===== config.mk =====
export PLATFORM = sky130hd
export DESIGN_NAME = qsys_nios2_qsys_dct_ctrl
export DESIGN_NICKNAME = d
export VERILOG_FILES = /design/src/rtl/qsys_nios2_qsys_dct_ctrl.sv
export SDC_FILE = /design/constraint.sdc
export NUM_CORES = 1
export LEC_CHECK = 0
export BUFFER_PORTS_ARGS = -buffer_cell sky130_fd_sc_hd__buf_2
export CAP_MARGIN = 25
export CORE_AREA = 2 2 91 93
export CTS_CLUSTER_DIAMETER = 150
export CTS_CLUSTER_SIZE = 30
export DETAILED_ROUTE_END_ITERATION = 6
export DIE_AREA = 0 0 93 95
export GPL_ROUTABILITY_DRIVEN = 1
export PLACE_DENSITY = 0.77
export SLEW_MARGIN = 20
export SYNTH_ARGS = -nofsm -noshare
export SYNTH_HDL_FRONTEND = slang
export SYNTH_SLANG_ARGS = --single-unit

===== constraint.sdc =====
create_clock -name clk -period 2.4 [get_ports clk]
set_input_delay 0.24 -clock clk [delete_from_list [all_inputs] [get_ports clk]]
set_output_delay 0.24 -clock clk [all_outputs]
set_load 0.03 [all_outputs]

===== src/rtl/qsys_nios2_qsys_dct_ctrl.sv =====
// OCI compressed-trace packing sequencer: packs 2-bit trace symbols, hands full or
// flushed buffers to the trace-memory port, and runs the end-of-test drain.
module qsys_nios2_qsys_dct_ctrl #(
  parameter int MAX_SYMS  = 15,
  parameter int FRM_CNT_W = 16
) (
  input  logic                 clk,
  input  logic                 reset_n,
  input  logic                 sym_valid,
  input  logic [1:0]           sym_data,
  output logic                 sym_ready,
  input  logic                 flush_req,
  input  logic                 test_ending,
  output logic                 frm_valid,
  output logic [33:0]          frm_data,
  input  logic                 frm_ready,
  output logic [29:0]          dct_buffer,
  output logic [3:0]           dct_count,
  output logic                 test_has_ended,
  output logic [FRM_CNT_W-1:0] frm_count
);

  localparam logic [3:0]           MAX_CNT = 4'(MAX_SYMS);
  localparam logic [FRM_CNT_W-1:0] CNT_ONE = {{(FRM_CNT_W-1){1'b0}}, 1'b1};

  typedef enum logic [1:0] {
    ST_RUN   = 2'd0,
    ST_DRAIN = 2'd1,
    ST_ENDED = 2'd2
  } state_t;

  // Writes symbol sym into slot idx of the packing buffer, leaving other slots intact.
  function automatic logic [29:0] pack_sym(input logic [29:0] pack_in,
                                           input logic [3:0]  idx,
                                           input logic [1:0]  sym);
    logic [29:0] res;
    res = pack_in;
    for (int i = 0; i < 15; i++) begin
      res[2*i +: 2] = (idx == 4'(i)) ? sym : res[2*i +: 2];
    end
    return res;
  endfunction

  state_t                 state_r, state_nx_s;
  logic [29:0]            buf_r, buf_nx_s;
  logic [3:0]             cnt_r, cnt_nx_s;
  logic                   frm_valid_r, frm_valid_nx_s;
  logic [33:0]            frm_data_r, frm_data_nx_s;
  logic                   flush_pend_r, flush_pend_nx_s;
  logic                   ended_r;
  logic [FRM_CNT_W-1:0]   frm_cnt_r, frm_cnt_nx_s;
  logic                   ob_free_s, sym_ready_s, accept_s, xfer_s, frm_take_s;

  // Handshake decode; sym_ready is a function of registered state only.
  always_comb begin
    frm_take_s  = frm_valid_r && frm_ready;
    ob_free_s   = !frm_valid_r || frm_ready;
    sym_ready_s = (state_r == ST_RUN) && !flush_pend_r && (cnt_r < MAX_CNT);
    accept_s    = sym_valid && sym_ready_s;
    xfer_s      = ob_free_s && (cnt_r != 4'd0) &&
                  ((cnt_r == MAX_CNT) || flush_pend_r || (state_r == ST_DRAIN));
  end

  // Next-state logic for the run/drain/ended sequencer.
  always_comb begin
    state_nx_s = state_r;
    case (state_r)
      ST_RUN: begin
        if (test_ending) begin
          state_nx_s = ST_DRAIN;
        end else begin
          state_nx_s = ST_RUN;
        end
      end
      ST_DRAIN: begin
        if ((cnt_r == 4'd0) && ob_free_s) begin
          state_nx_s = ST_ENDED;
        end else begin
          state_nx_s = ST_DRAIN;
        end
      end
      ST_ENDED: state_nx_s = ST_ENDED;
      default:  state_nx_s = ST_RUN;
    endcase
  end

  // Next values for the packing buffer, output register, flush flag and frame counter.
  always_comb begin
    buf_nx_s        = buf_r;
    cnt_nx_s        = cnt_r;
    frm_valid_nx_s  = frm_valid_r;
    frm_data_nx_s   = frm_data_r;
    flush_pend_nx_s = flush_pend_r;
    frm_cnt_nx_s    = frm_cnt_r;

    // A transfer and a symbol accept are mutually exclusive by construction of sym_ready.
    if (xfer_s) begin
      buf_nx_s = 30'd0;
      cnt_nx_s = 4'd0;
    end else if (accept_s) begin
      buf_nx_s = pack_sym(buf_r, cnt_r, sym_data);
      cnt_nx_s = cnt_r + 4'd1;
    end else begin
      buf_nx_s = buf_r;
      cnt_nx_s = cnt_r;
    end

    if (xfer_s) begin
      frm_valid_nx_s = 1'b1;
      frm_data_nx_s  = {cnt_r, buf_r};
    end else if (frm_take_s) begin
      frm_valid_nx_s = 1'b0;
    end else begin
      frm_valid_nx_s = frm_valid_r;
    end

    // An empty-buffer flush retires on the following edge without producing a frame.
    if (xfer_s) begin
      flush_pend_nx_s = 1'b0;
    end else if (flush_pend_r && (cnt_r == 4'd0)) begin
      flush_pend_nx_s = 1'b0;
    end else if (flush_req && (state_r == ST_RUN)) begin
      flush_pend_nx_s = 1'b1;
    end else begin
      flush_pend_nx_s = flush_pend_r;
    end

    if (frm_take_s) begin
      frm_cnt_nx_s = frm_cnt_r + CNT_ONE;
    end else begin
      frm_cnt_nx_s = frm_cnt_r;
    end
  end

  // State and datapath registers; reset discards any buffered or pending frame.
  always_ff @(posedge clk or negedge reset_n) begin
    if (!reset_n) begin
      state_r      <= ST_RUN;
      buf_r        <= 30'd0;
      cnt_r        <= 4'd0;
      frm_valid_r  <= 1'b0;
      frm_data_r   <= 34'd0;
      flush_pend_r <= 1'b0;
      ended_r      <= 1'b0;
      frm_cnt_r    <= {FRM_CNT_W{1'b0}};
    end else begin
      state_r      <= state_nx_s;
      buf_r        <= buf_nx_s;
      cnt_r        <= cnt_nx_s;
      frm_valid_r  <= frm_valid_nx_s;
      frm_data_r   <= frm_data_nx_s;
      flush_pend_r <= flush_pend_nx_s;
      ended_r      <= (state_nx_s == ST_ENDED);
      frm_cnt_r    <= frm_cnt_nx_s;
    end
  end

  assign sym_ready      = sym_ready_s;
  assign frm_valid      = frm_valid_r;
  assign frm_data       = frm_data_r;
  assign dct_buffer     = buf_r;
  assign dct_count      = cnt_r;
  assign test_has_ended = ended_r;
  assign frm_count      = frm_cnt_r;

endmodule


==> results.md <==
- Status: completed
- Drt first pass iters: 4
- Xor/xnor cell area share of the yosys netlist: 3.71%
- Worst Setup End Kind: register
- Final Hold Vio Count: 0
- Post-synth ARST share: 100%
- Crit Path Class: register to register
- Post-Syn Nets: 309
- Starting Density: around half
- Largest net degree at the start of global routing: 54
- Vias in the first global route: between 2000 and 2500
- Largest family of logic cells by synthesized area: multiplexers
- Clk_lat worst skew: 0.36 ns
- Worst-margin pin slew: between 0.5 and 0.6 ns
- Synthesized area: 4020 um2
- Min-delay worst type: primary input to register
- ANT cells: 0
- Rows: 33
- Core area: 7930 um2
- Register area share after synthesis: 55.4%
- Final number of setup-violating endpoints: 0
- Worst-path cell chain: inv_1 > ha_1 > or3b_4 > o31ai_4 > nor2_8 > buf_12 > mux2_4
- Pre-CTS setup slack: 0.329 ns
- Synth top area share: 55.4%
- Top cells by count, synth: dfrtp_1 (89), nor2_1 (37), mux2_4 (32)
- VDD IR max: 0.938 mV
- Die X: 93 um
- Synth Instances: ~300
- Mean Syn Cell Area: approximately 14 um2
- Clk pin slew, worst setup/hold paths: about 0.090 ns
- Synthesized-area fraction occupied by adder cells: 1.56%
- Cts bufs inserted: 9
- RSZ-0062 raised after global routing: no
- Mux cell area share after synthesis: 20.5%
- Die area: 8840 um2
- Synth warnings: 0
- First-pass GRT wire length: between 10000 and 15000 um
- Share of cells above drive strength 1: 39.9%
- Number of synthesized register bits: 89
- Gpl congestion: roughly 0.8
- Final Net Count: 406
- Syn-to-layout area delta: 18.5%
- Initial antenna violation count: 0
- Clk_skew: 0.00695 ns
- IO buf count: 94
- Leakage: 2.65 nW
- Pins Over Slew Limit: 0
- Via density: 5.12
- CP startpoint kind: register
- EDFF count, synth: 0
- Iter 0 DRT Violations: 140
- DRC: 0
- Leading area contributor after synthesis: dfrtp_1
- Avg WL per Cell: roughly 16 um
- Synth Flop Type: dfrtp_1
- Setup ws final: roughly 0.31 ns
- CTS max path bufs: 2
- Die height: 95 um
- Remaining Overflow, GRT: 0
- Final WL: 7860 um
- Slew HR: 61.0%
- DP HPWL: 5530 um
- Synth cell types: 42
- Setup TNS: 0 ns
- Max-Cap Viols: 0
- Top-count cell post-synth: dfrtp_1
- Tot GR Track Use: 18.8%
- Synth area leaders: dfrtp_1 (55%), mux2_4 (12%), mux2i_1 (7.7%)
- CP max-delay cell: dfrtp_1
- Root buf cell: clkbuf_8
- Antenna-violating nets left: 0
- I/O Pins: 95
- Crit path required time: 2.65 ns
- CTS Sinks: 89
- Crit path arrival time: around 2.3 ns
- Setup Buffers After CTS: 0
- CTS H-tree lvls: 3
- Vias: 2576
- Power Dens Cells: 1040 nW/um2
- Final period utilization: 87.1%
- Synth Area in Simple Gates: roughly 14%
- CTS tree: built
- Crit-path max cell delay: 0.45 ns
- Final Critical Period: between 2 and 2.5 ns
- Peak Freq: about 480 MHz
- Post-synthesis compound-gate area fraction: around 1.1%
- Critical Path Fanout Max: 53
-- report_power, final --
part | leakage (nW) | total [mW] | switching [mW] | internal (mW)
sequential | 1.21 | 1.98 | 0.257 | 1.73
clock | 0.107 | 1.13 | 0.513 | 0.618
combinational | 1.33 | 1.82 | 1.13 | 0.688
-- cells in the final DEF, fill, tap and decap left out, types with 2 or more instances in the layout --
cell | netlist | routed
and4_1 | 2 | 2
buf_12 | 3 | 2
buf_2 | 1 | 93
buf_4 | 2 | 4
bufinv_16 | 0 | 2
clkbuf_1 | 2 | 2
clkbuf_8 | 0 | 10
dfrtp_1 | 89 | 89
ha_1 | 5 | 5
inv_1 | 3 | 3
mux2_2 | 3 | 3
mux2_4 | 32 | 32
mux2i_1 | 31 | 31
nand2_1 | 10 | 10
nand2b_1 | 3 | 3
nand3_1 | 17 | 17
nand4_1 | 3 | 3
nor2_1 | 37 | 37
nor2_2 | 2 | 2
nor2b_1 | 4 | 4
nor3_1 | 2 | 2
nor3b_2 | 2 | 2
o21ai_0 | 2 | 2
xnor2_1 | 14 | 14
xor2_1 | 3 | 3
-- layer usage --
metal | global-route usage (%) | wire length, um | vias up | share of wire [%]
li1 | - | - | 1207 | -
met2 | 28.6 | 3570 | 77 | 45
met5 | 0 | 0 | - | 0
met4 | 5.88 | 113 | 0 | 1.4
met1 | 26.3 | 3700 | 1281 | 47
met3 | 5.27 | 476 | 11 | 6.1
-- registers in the layout (all words and copies together) (netlist names) --
signal          count
test_has_ended      1
frm_data           34
frm_valid           1
frm_count          16
dct_count           4
state_r             2
flush_pend_r        1
dct_buffer         30
-- final cells by class --
cell class	instances	area (um2)
Clock inverter	4	76.3
Fill cell	643	3170
Inverter	3	11.3
Multi-Input combinational cell	190	1620
Tap cell	105	131
Clock buffer	12	145
Timing Repair Buffer	100	546
Sequential cell	89	2230
-- final timing paths --
path                                           start                         to  slack (ns)  cells after the start
max in group asynchronous                    reset_n   dct_count[1]$_DFFE_PN0P_        1.35                      3
setup / recovery            dct_count[0]$_DFFE_PN0P_   frm_data[12]$_DFFE_PN0P_        0.31                      7
hold / removal                           test_ending       state_r[0]$_DFF_PN0_        0.16                      3
setup reg to reg            dct_count[0]$_DFFE_PN0P_   frm_data[12]$_DFFE_PN0P_        0.31                      7
min in group asynchronous                    reset_n    frm_data[4]$_DFFE_PN0P_        0.42                      2
hold reg to reg            frm_count[10]$_DFFE_PN0P_  frm_count[10]$_DFFE_PN0P_        0.49                      1
-- cell families after synthesis --
family                   after synthesis
flip-flops                            89
adder cells (fa/ha/maj)                5
multiplexers                          66
XOR/XNOR                              17
buffers and inverters                 17
AND/OR/NAND/NOR                       97
AO/OA/AOI/OAI                          5
-- what timing repair did --
action | 4_1_cts | 5_1_grt
endpoints found under the hold margin | 44 | 0
hold buffers | 1 | 0
gates resized for setup | 0 | 0
-- through the flow --
step                util, %  total power [mW]  area [um2]  cells  hold slack [ns]
floorplan                 -              3.53        4020    296          -0.0556
global placement       57.1              3.78        4530    486            0.265
detailed placement     57.1              3.84        4530    486            0.275
CTS                    60.1              4.97        4760    503            0.144
global route           60.1              5.18        4760    503            0.160
finish                 60.1              4.93        4760    503            0.160
-- worst max-delay path, delay by kind of cell, from the launching register on --
family / cells / cell delay [ns]
flip-flops: 1 / 0.45
buffers and inverters: 2 / 0.34
multiplexers: 1 / 0.33
AO/OA/AOI/OAI: 1 / 0.11
AND/OR/NAND/NOR: 2 / 0.50
adder cells (fa/ha/maj): 1 / 0.22
(Power assumes the default switching activity.)
